<file path="src/rtl/uart_tx_flow.sv">
// UART transmitter: TX FIFO, 16x phase-accumulator baud tick, RTS/CTS throttling, 8N1/8N2 frames.
// Optional parity stage (8E/8O framing) is compiled in with `define UART_TX_PARITY_EN.
module uart_tx_flow #(
  parameter int FIFO_DEPTH = 16,
  parameter int STOP_BITS  = 1,
  parameter int PARITY_ODD = 0
) (
  input  logic                            clk_sys,
  input  logic                            reset,
  input  logic [15:0]                     baud_increment,
  input  logic [7:0]                      wr_data,
  input  logic                            wr_valid,
  output logic                            wr_ready,
  input  logic                            flow_en,
  input  logic                            cts_n,
  output logic                            txd,
  output logic                            busy,
  output logic [$clog2(FIFO_DEPTH):0]     fifo_level,
  output logic [2:0]                      dbg_state
);

  localparam int AW = $clog2(FIFO_DEPTH);
  localparam int LW = AW + 1;
  localparam logic LAST_STOP = (STOP_BITS == 2);

  if (FIFO_DEPTH < 2 || FIFO_DEPTH > 256 || (FIFO_DEPTH & (FIFO_DEPTH - 1)) != 0 ||
      STOP_BITS < 1 || STOP_BITS > 2 || PARITY_ODD < 0 || PARITY_ODD > 1) begin : g_bad_param
    $error("uart_tx_flow: illegal parameter value");
  end

  typedef enum logic [2:0] {
    S_IDLE   = 3'd0,
    S_START  = 3'd1,
    S_DATA   = 3'd2,
`ifdef UART_TX_PARITY_EN
    S_PARITY = 3'd3,
`endif
    S_STOP   = 3'd4
  } state_e;

  state_e            state_q, state_d;
  logic [15:0]       acc_q;
  logic [16:0]       acc_sum;
  logic              tick;
  logic [3:0]        cnt_q, cnt_d;
  logic [2:0]        bit_q, bit_d;
  logic              stop_q, stop_d;
  logic [7:0]        shift_q, shift_d;
  logic              txd_q, txd_d;
  logic              cts_s1_q, cts_s2_q;
  logic              cts_ok;
  logic              bit_end;
`ifdef UART_TX_PARITY_EN
  logic              parity_q, parity_d;
`endif

  logic [7:0]        mem [FIFO_DEPTH];
  logic [AW-1:0]     wr_ptr_q, rd_ptr_q;
  logic [LW-1:0]     count_q, count_d;
  logic              fifo_full, fifo_empty;
  logic              push, pop;

  // Write handshake: a byte is taken on any cycle where wr_valid and wr_ready
  // are both high; wr_ready depends only on FIFO occupancy, never on wr_valid.
  assign fifo_full  = (count_q == LW'(FIFO_DEPTH));
  assign fifo_empty = (count_q == '0);
  assign wr_ready   = ~fifo_full;
  assign push       = wr_valid & ~fifo_full;

  // Tick is the carry out of the accumulator add; it free-runs in every state.
  assign acc_sum = {1'b0, acc_q} + {1'b0, baud_increment};
  assign tick    = acc_sum[16];
  assign bit_end = tick && (cnt_q == 4'd15);
  assign cts_ok  = ~flow_en | ~cts_s2_q;

  always_comb begin
    state_d = state_q;
    cnt_d   = cnt_q;
    bit_d   = bit_q;
    stop_d  = stop_q;
    shift_d = shift_q;
    pop     = 1'b0;
`ifdef UART_TX_PARITY_EN
    parity_d = parity_q;
`endif
    if (state_q != S_IDLE && tick) begin
      cnt_d = cnt_q + 4'd1;
    end
    unique case (state_q)
      S_IDLE: begin
        if (!fifo_empty && cts_ok) begin
          pop     = 1'b1;
          shift_d = mem[rd_ptr_q];
          cnt_d   = 4'd0;
          state_d = S_START;
`ifdef UART_TX_PARITY_EN
          parity_d = (^mem[rd_ptr_q]) ^ (PARITY_ODD != 0);
`endif
        end
      end
      S_START: begin
        if (bit_end) begin
          state_d = S_DATA;
          bit_d   = 3'd0;
        end
      end
      S_DATA: begin
        if (bit_end) begin
          shift_d = {1'b0, shift_q[7:1]};
          bit_d   = bit_q + 3'd1;
          if (bit_q == 3'd7) begin
            stop_d  = 1'b0;
`ifdef UART_TX_PARITY_EN
            state_d = S_PARITY;
`else
            state_d = S_STOP;
`endif
          end
        end
      end
`ifdef UART_TX_PARITY_EN
      S_PARITY: begin
        if (bit_end) begin
          stop_d  = 1'b0;
          state_d = S_STOP;
        end
      end
`endif
      S_STOP: begin
        if (bit_end) begin
          if (stop_q == LAST_STOP) begin
            state_d = S_IDLE;
          end else begin
            stop_d = 1'b1;
          end
        end
      end
      default: state_d = S_IDLE;
    endcase
  end

  // The line level is registered from the current state, so it lags the FSM by one clock.
  always_comb begin
    txd_d = 1'b1;
    unique case (state_q)
      S_IDLE:   txd_d = 1'b1;
      S_START:  txd_d = 1'b0;
      S_DATA:   txd_d = shift_q[0];
`ifdef UART_TX_PARITY_EN
      S_PARITY: txd_d = parity_q;
`endif
      S_STOP:   txd_d = 1'b1;
      default:  txd_d = 1'b1;
    endcase
  end

  always_comb begin
    count_d = count_q;
    unique case ({push, pop})
      2'b10:   count_d = count_q + LW'(1);
      2'b01:   count_d = count_q - LW'(1);
      default: count_d = count_q;
    endcase
  end

  always_ff @(posedge clk_sys) begin
    if (push) begin
      mem[wr_ptr_q] <= wr_data;
    end
  end

  always_ff @(posedge clk_sys) begin
    if (reset) begin
      state_q  <= S_IDLE;
      acc_q    <= 16'd0;
      cnt_q    <= 4'd0;
      bit_q    <= 3'd0;
      stop_q   <= 1'b0;
      shift_q  <= 8'd0;
      txd_q    <= 1'b1;
      cts_s1_q <= 1'b1;
      cts_s2_q <= 1'b1;
      wr_ptr_q <= '0;
      rd_ptr_q <= '0;
      count_q  <= '0;
`ifdef UART_TX_PARITY_EN
      parity_q <= 1'b0;
`endif
    end else begin
      state_q  <= state_d;
      acc_q    <= acc_sum[15:0];
      cnt_q    <= cnt_d;
      bit_q    <= bit_d;
      stop_q   <= stop_d;
      shift_q  <= shift_d;
      txd_q    <= txd_d;
      cts_s1_q <= cts_n;
      cts_s2_q <= cts_s1_q;
      count_q  <= count_d;
      if (push) begin
        wr_ptr_q <= wr_ptr_q + AW'(1);
      end
      if (pop) begin
        rd_ptr_q <= rd_ptr_q + AW'(1);
      end
`ifdef UART_TX_PARITY_EN
      parity_q <= parity_d;
`endif
    end
  end

  assign txd        = txd_q;
  assign busy       = (state_q != S_IDLE) | (count_q != '0);
  assign fifo_level = count_q;
  assign dbg_state  = state_q;

endmodule

</file>
<file path="config.mk">
export PLATFORM = sky130hd
export DESIGN_NAME = uart_tx_flow
export DESIGN_NICKNAME = d
export VERILOG_FILES = /design/src/rtl/uart_tx_flow.sv
export SDC_FILE = /design/constraint.sdc
export NUM_CORES = 1
export LEC_CHECK = 0
export ABC_AREA = 1
export BUFFER_PORTS_ARGS = -buffer_cell sky130_fd_sc_hd__clkbuf_2
export CAP_MARGIN = 5
export CORE_UTILIZATION = 55
export CTS_BUF_LIST = sky130_fd_sc_hd__clkbuf_8
export DETAILED_ROUTE_END_ITERATION = 12
export HOLD_SLACK_MARGIN = 0.12
export PLACE_DENSITY_LB_ADDON = 0.25
export SYNTH_ARGS = -nofsm -noshare
export SYNTH_HDL_FRONTEND = slang
export SYNTH_SLANG_ARGS = --single-unit
</file>
<file path="constraint.sdc">
create_clock -name clk_sys -period 3 [get_ports clk_sys]
set_input_delay 0.3 -clock clk_sys [delete_from_list [all_inputs] [get_ports clk_sys]]
set_output_delay 0.3 -clock clk_sys [all_outputs]
set_load 0.01 [all_outputs]
</file>
==> parameters.txt <==
Parameter                              Value

STA
  Clock skew ... just over 0.01 ns
  Final Hold Violating Endpoints ... 0
  Worst slew margin ... 0.373
  Min Tclk post-route ... between 2 and 3 ns
  Sum Neg Setup Slack ... 0 ns
  Tightest Pin Transition ... 0.940 ns
  Max Transition Viols Final ... 0
  Min Hold Slack ... between 0.15 and 0.2 ns
  Maximum frequency from static timing analysis ... roughly 0.39 GHz
  Setup repair after global routing missed its margin ... no
  Period utilisation layout ... 0.863
  Final setup vio count ... 0

Worst setup path
  Category of the worst setup path capture point ... flip-flop
  Peak fanout along the critical path ... 6
  Data required time of the critical path ... roughly 3.4 ns
  Worst-path cell chain ... nor2_1 > nand4_1 > o21ai_0 > inv_1 > nand2_1 > inv_1 > ha_1 > fa_1 > a21oi_1 > nor2_1 > o21ai_0 > nand3_1 > o21ai_0 > a21oi_1
  Critical-path cell with the highest stage delay ... fa_1
  Element type at the critical path start ... flip-flop
  Beginning of the worst register-to-register path ... fifo_level[0]
  CP Launch Point ... fifo_level[0]
  Start-to-end type of the worst setup path ... reg -> reg
  Arrival time of data at the critical path endpoint ... ~3.0 ns
  Family with the most delay on the worst path ... adder cells
  Max incr delay on CP ... 0.43 ns
  Cell seen most often among critical-path stages ... o21ai_0
  Count of buffering cells on the critical path with inverters included ... 2

Pwr
  Cell Pwr Density ... approximately 750 nW/µm²
  IR drop worst, VDD ... around 360 µV
  Total leakage power ... about 4.1 nW

Cells and area
  Antenna cell count ... 0
  Fraction of final layout cells with drive strength greater than 1 ... 0.103
  Final layout net count ... 1041
  Filler cells ... ~1300
  Area growth from synthesis to final layout ... 8.95%
  Post-route insts no fill ... between 1000 and 1500
  Area of all placed cells without fillers ... around 9300 µm²
  Util after Layout ... 0.613

Synthesis
  Total of flip-flops plus latches after synthesis ... 182
  Top-area cell type share of the netlist area ... 0.451
  Most common library cells after synthesis ... nand2_1 (274), edfxtp_1 (128), inv_1 (116), nand3_1 (95), nor2_1 (76)
  Cell area after synthesis ... roughly 8500 µm²
  Main flop type after synthesis ... edfxtp_1
  Cell taking the most area after synthesis ... edfxtp_1
  Asr flop ratio synth ... 0
  Post-synthesis net count ... roughly 1000
  Number of warning messages in the yosys log ... 0
  Mean Syn Cell Area ... about 9 µm²
  Distinct cells, synth ... 34
  Synthesized instance count ... around 940
  Number of flops mapped to enable cells by yosys ... around 130
  Synth area leaders ... edfxtp_1 (45%), dfxtp_1 (13%), nand2_1 (12%)
  Sequential fraction of the synthesis area ... 0.578
  Count leader, synth ... nand2_1

Worst hold path
  Hold WC Path Type ... in -> reg
  Startpoint of the tightest hold check path ... baud_increment[0]

Global route
  Initial antenna violation count ... 0
  Total global routing overflow ... 0
  Number of global-route vias before repair ... 5865
  Maximum number of pins on one net before global-route repair ... 66
  Total Routing Usage GR ... 0.243
  Global-route wire length before repair ... between 20000 and 30000 µm

Clock tree
  CTS tree ... yes
  Root buffer cell ... clkbuf_8
  Number of instances resized during post-cts repair ... 0
  Number of H-tree branching levels ... 4
  Clock input transition at the sequential cells of the worst setup and hold paths ... roughly 0.090 ns
  TritonCTS buffer count ... 17
  Setup repair bufs after CTS ... 0
  Clock tree sinks ... 182
  Longest Clk Path Bufs ... 2
  Hold buffer count at cts ... 1
  Insertion delay of the later-clocked pin in the worst-skew pair ... around 0.48 ns

Placed design
  Placed inst area ... just under 9000 µm²
  Port Buf Inserts ... 39
  HPWL after detailed placement ... between 10000 and 15000 µm
  Placer's final routability congestion estimate ... just over 0.8
  Inst Count DP ... around 1200

Routing
  WL/cell ... between 15 and 20 µm
  First-pass DRT Iterations ... 5
  Final wirelength ... approximately 18000 µm
  Via count normalized by instance count ... approximately 5.3
  Via count ... ~6200
  DRC violations left ... 0
  Detail Route Antenna Nets ... 0
  Drt initial violations ... around 440

Floorplan
  Placement Rows ... 45
  Starting density of the core ... 0.563
  Die Span Y ... between 100 and 150 µm
  Die footprint ... roughly 16000 µm²
  Die width ... between 100 and 150 µm
  Std-Cell Core Area ... between 15000 and 20000 µm²
  I/O pins ... 40

Run
  Count of max-cap constraint violations ... 0

Status
  Outcome ... finished clean
[cell families (layout without fill, tap and decap cells)]
logic type	after synthesis	after routing	synth area share
buffers and inverters	151	204	0.0722
adder cells (fa/ha/maj)	30	30	0.0458
AO/OA/AOI/OAI	93	93	0.0584
flip-flops	182	182	0.578
XOR/XNOR	3	3	0.00308
AND/OR/NAND/NOR	483	483	0.243
[through the flow]
step / setup WS, ns / total power, mW
detailed placement: 0.435 / 5.38
CTS: 0.416 / 7.02
finish: 0.412 / 6.98
global placement: 0.510 / 5.35
global route: 0.135 / 7.47
floorplan: 0.583 / 4.81
[where the power goes]
| group | internal, mW | switching [mW] | leakage, nW | total (mW) |
|---|---|---|---|---|
| clock network | 0.695 | 0.947 | 0.201 | 1.64 |
| registers | 2.91 | 0.116 | 1.60 | 3.02 |
| logic | 0.766 | 1.55 | 2.34 | 2.31 |
| total | 4.37 | 2.61 | 4.14 | 6.98 |
[sequential cells by signal, summed over array words and instances, names as in the netlist, named ones only]
signal	count
fifo_level	5
acc_q	16
cts_s1_q	1
bit_q	3
cnt_q	4
mem	128
rd_ptr_q	4
dbg_state	3
cts_s2_q	1
wr_ptr_q	4
shift_q	8
txd	1
[area by class of cell]
class,instances,area [µm²],area share
Timing Repair Buffer,52,295,0.0318
Inverter,120,450,0.0485
Tap cell,188,235,0.0253
Clock buffer,17,234,0.0252
Sequential cell,182,4930,0.530
Clock inverter,15,163,0.0175
Multi-Input combinational cell,609,2980,0.321
[worst register-to-register path, delay by kind of cell (launching register included)]
kind | cells | cell delay (ns)
AO/OA/AOI/OAI | 5 | 0.68
adder cells (fa/ha/maj) | 2 | 0.72
buffers and inverters | 2 | 0.16
flip-flops | 1 | 0.37
AND/OR/NAND/NOR | 5 | 0.56
[cell usage in the layout, fill, tap and decap left out, types with 3 or more instances in the layout]
master | synthesis | layout
a21o_1 | 4 | 4
a21oi_1 | 47 | 47
a31oi_1 | 4 | 4
buf_4 | 8 | 12
clkbuf_2 | 0 | 39
clkbuf_8 | 0 | 17
dfxtp_1 | 54 | 53
edfxtp_1 | 128 | 128
ha_1 | 28 | 28
inv_1 | 116 | 116
inv_2 | 3 | 3
inv_6 | 0 | 3
inv_8 | 0 | 5
nand2_1 | 274 | 274
nand2_2 | 5 | 5
nand2_4 | 4 | 4
nand3_1 | 95 | 95
nand3b_1 | 7 | 7
nand4_1 | 12 | 12
nor2_1 | 76 | 76
o21ai_0 | 29 | 29
o21bai_1 | 4 | 4
or2_2 | 4 | 4
[layer usage]
layer / up-vias / global-route usage / share of wire
met3: 29 / 0.0561 / 0.061
met5: - / 0 / 0
met4: 0 / 0.0964 / 0.018
met2: 175 / 0.392 / 0.47
li1: 3177 / - / -
met1: 2847 / 0.321 / 0.45
[final timing paths]
kind | end | slack [ns] | depth (start not counted)
setup reg to reg | fifo_level[4] | 0.41 | 14
setup / recovery | fifo_level[4] | 0.41 | 14
hold reg to reg | cts_s2_q | 0.46 | 1
hold / removal | acc_q[0] | 0.16 | 4
Power figures use the tool's default switching activity.
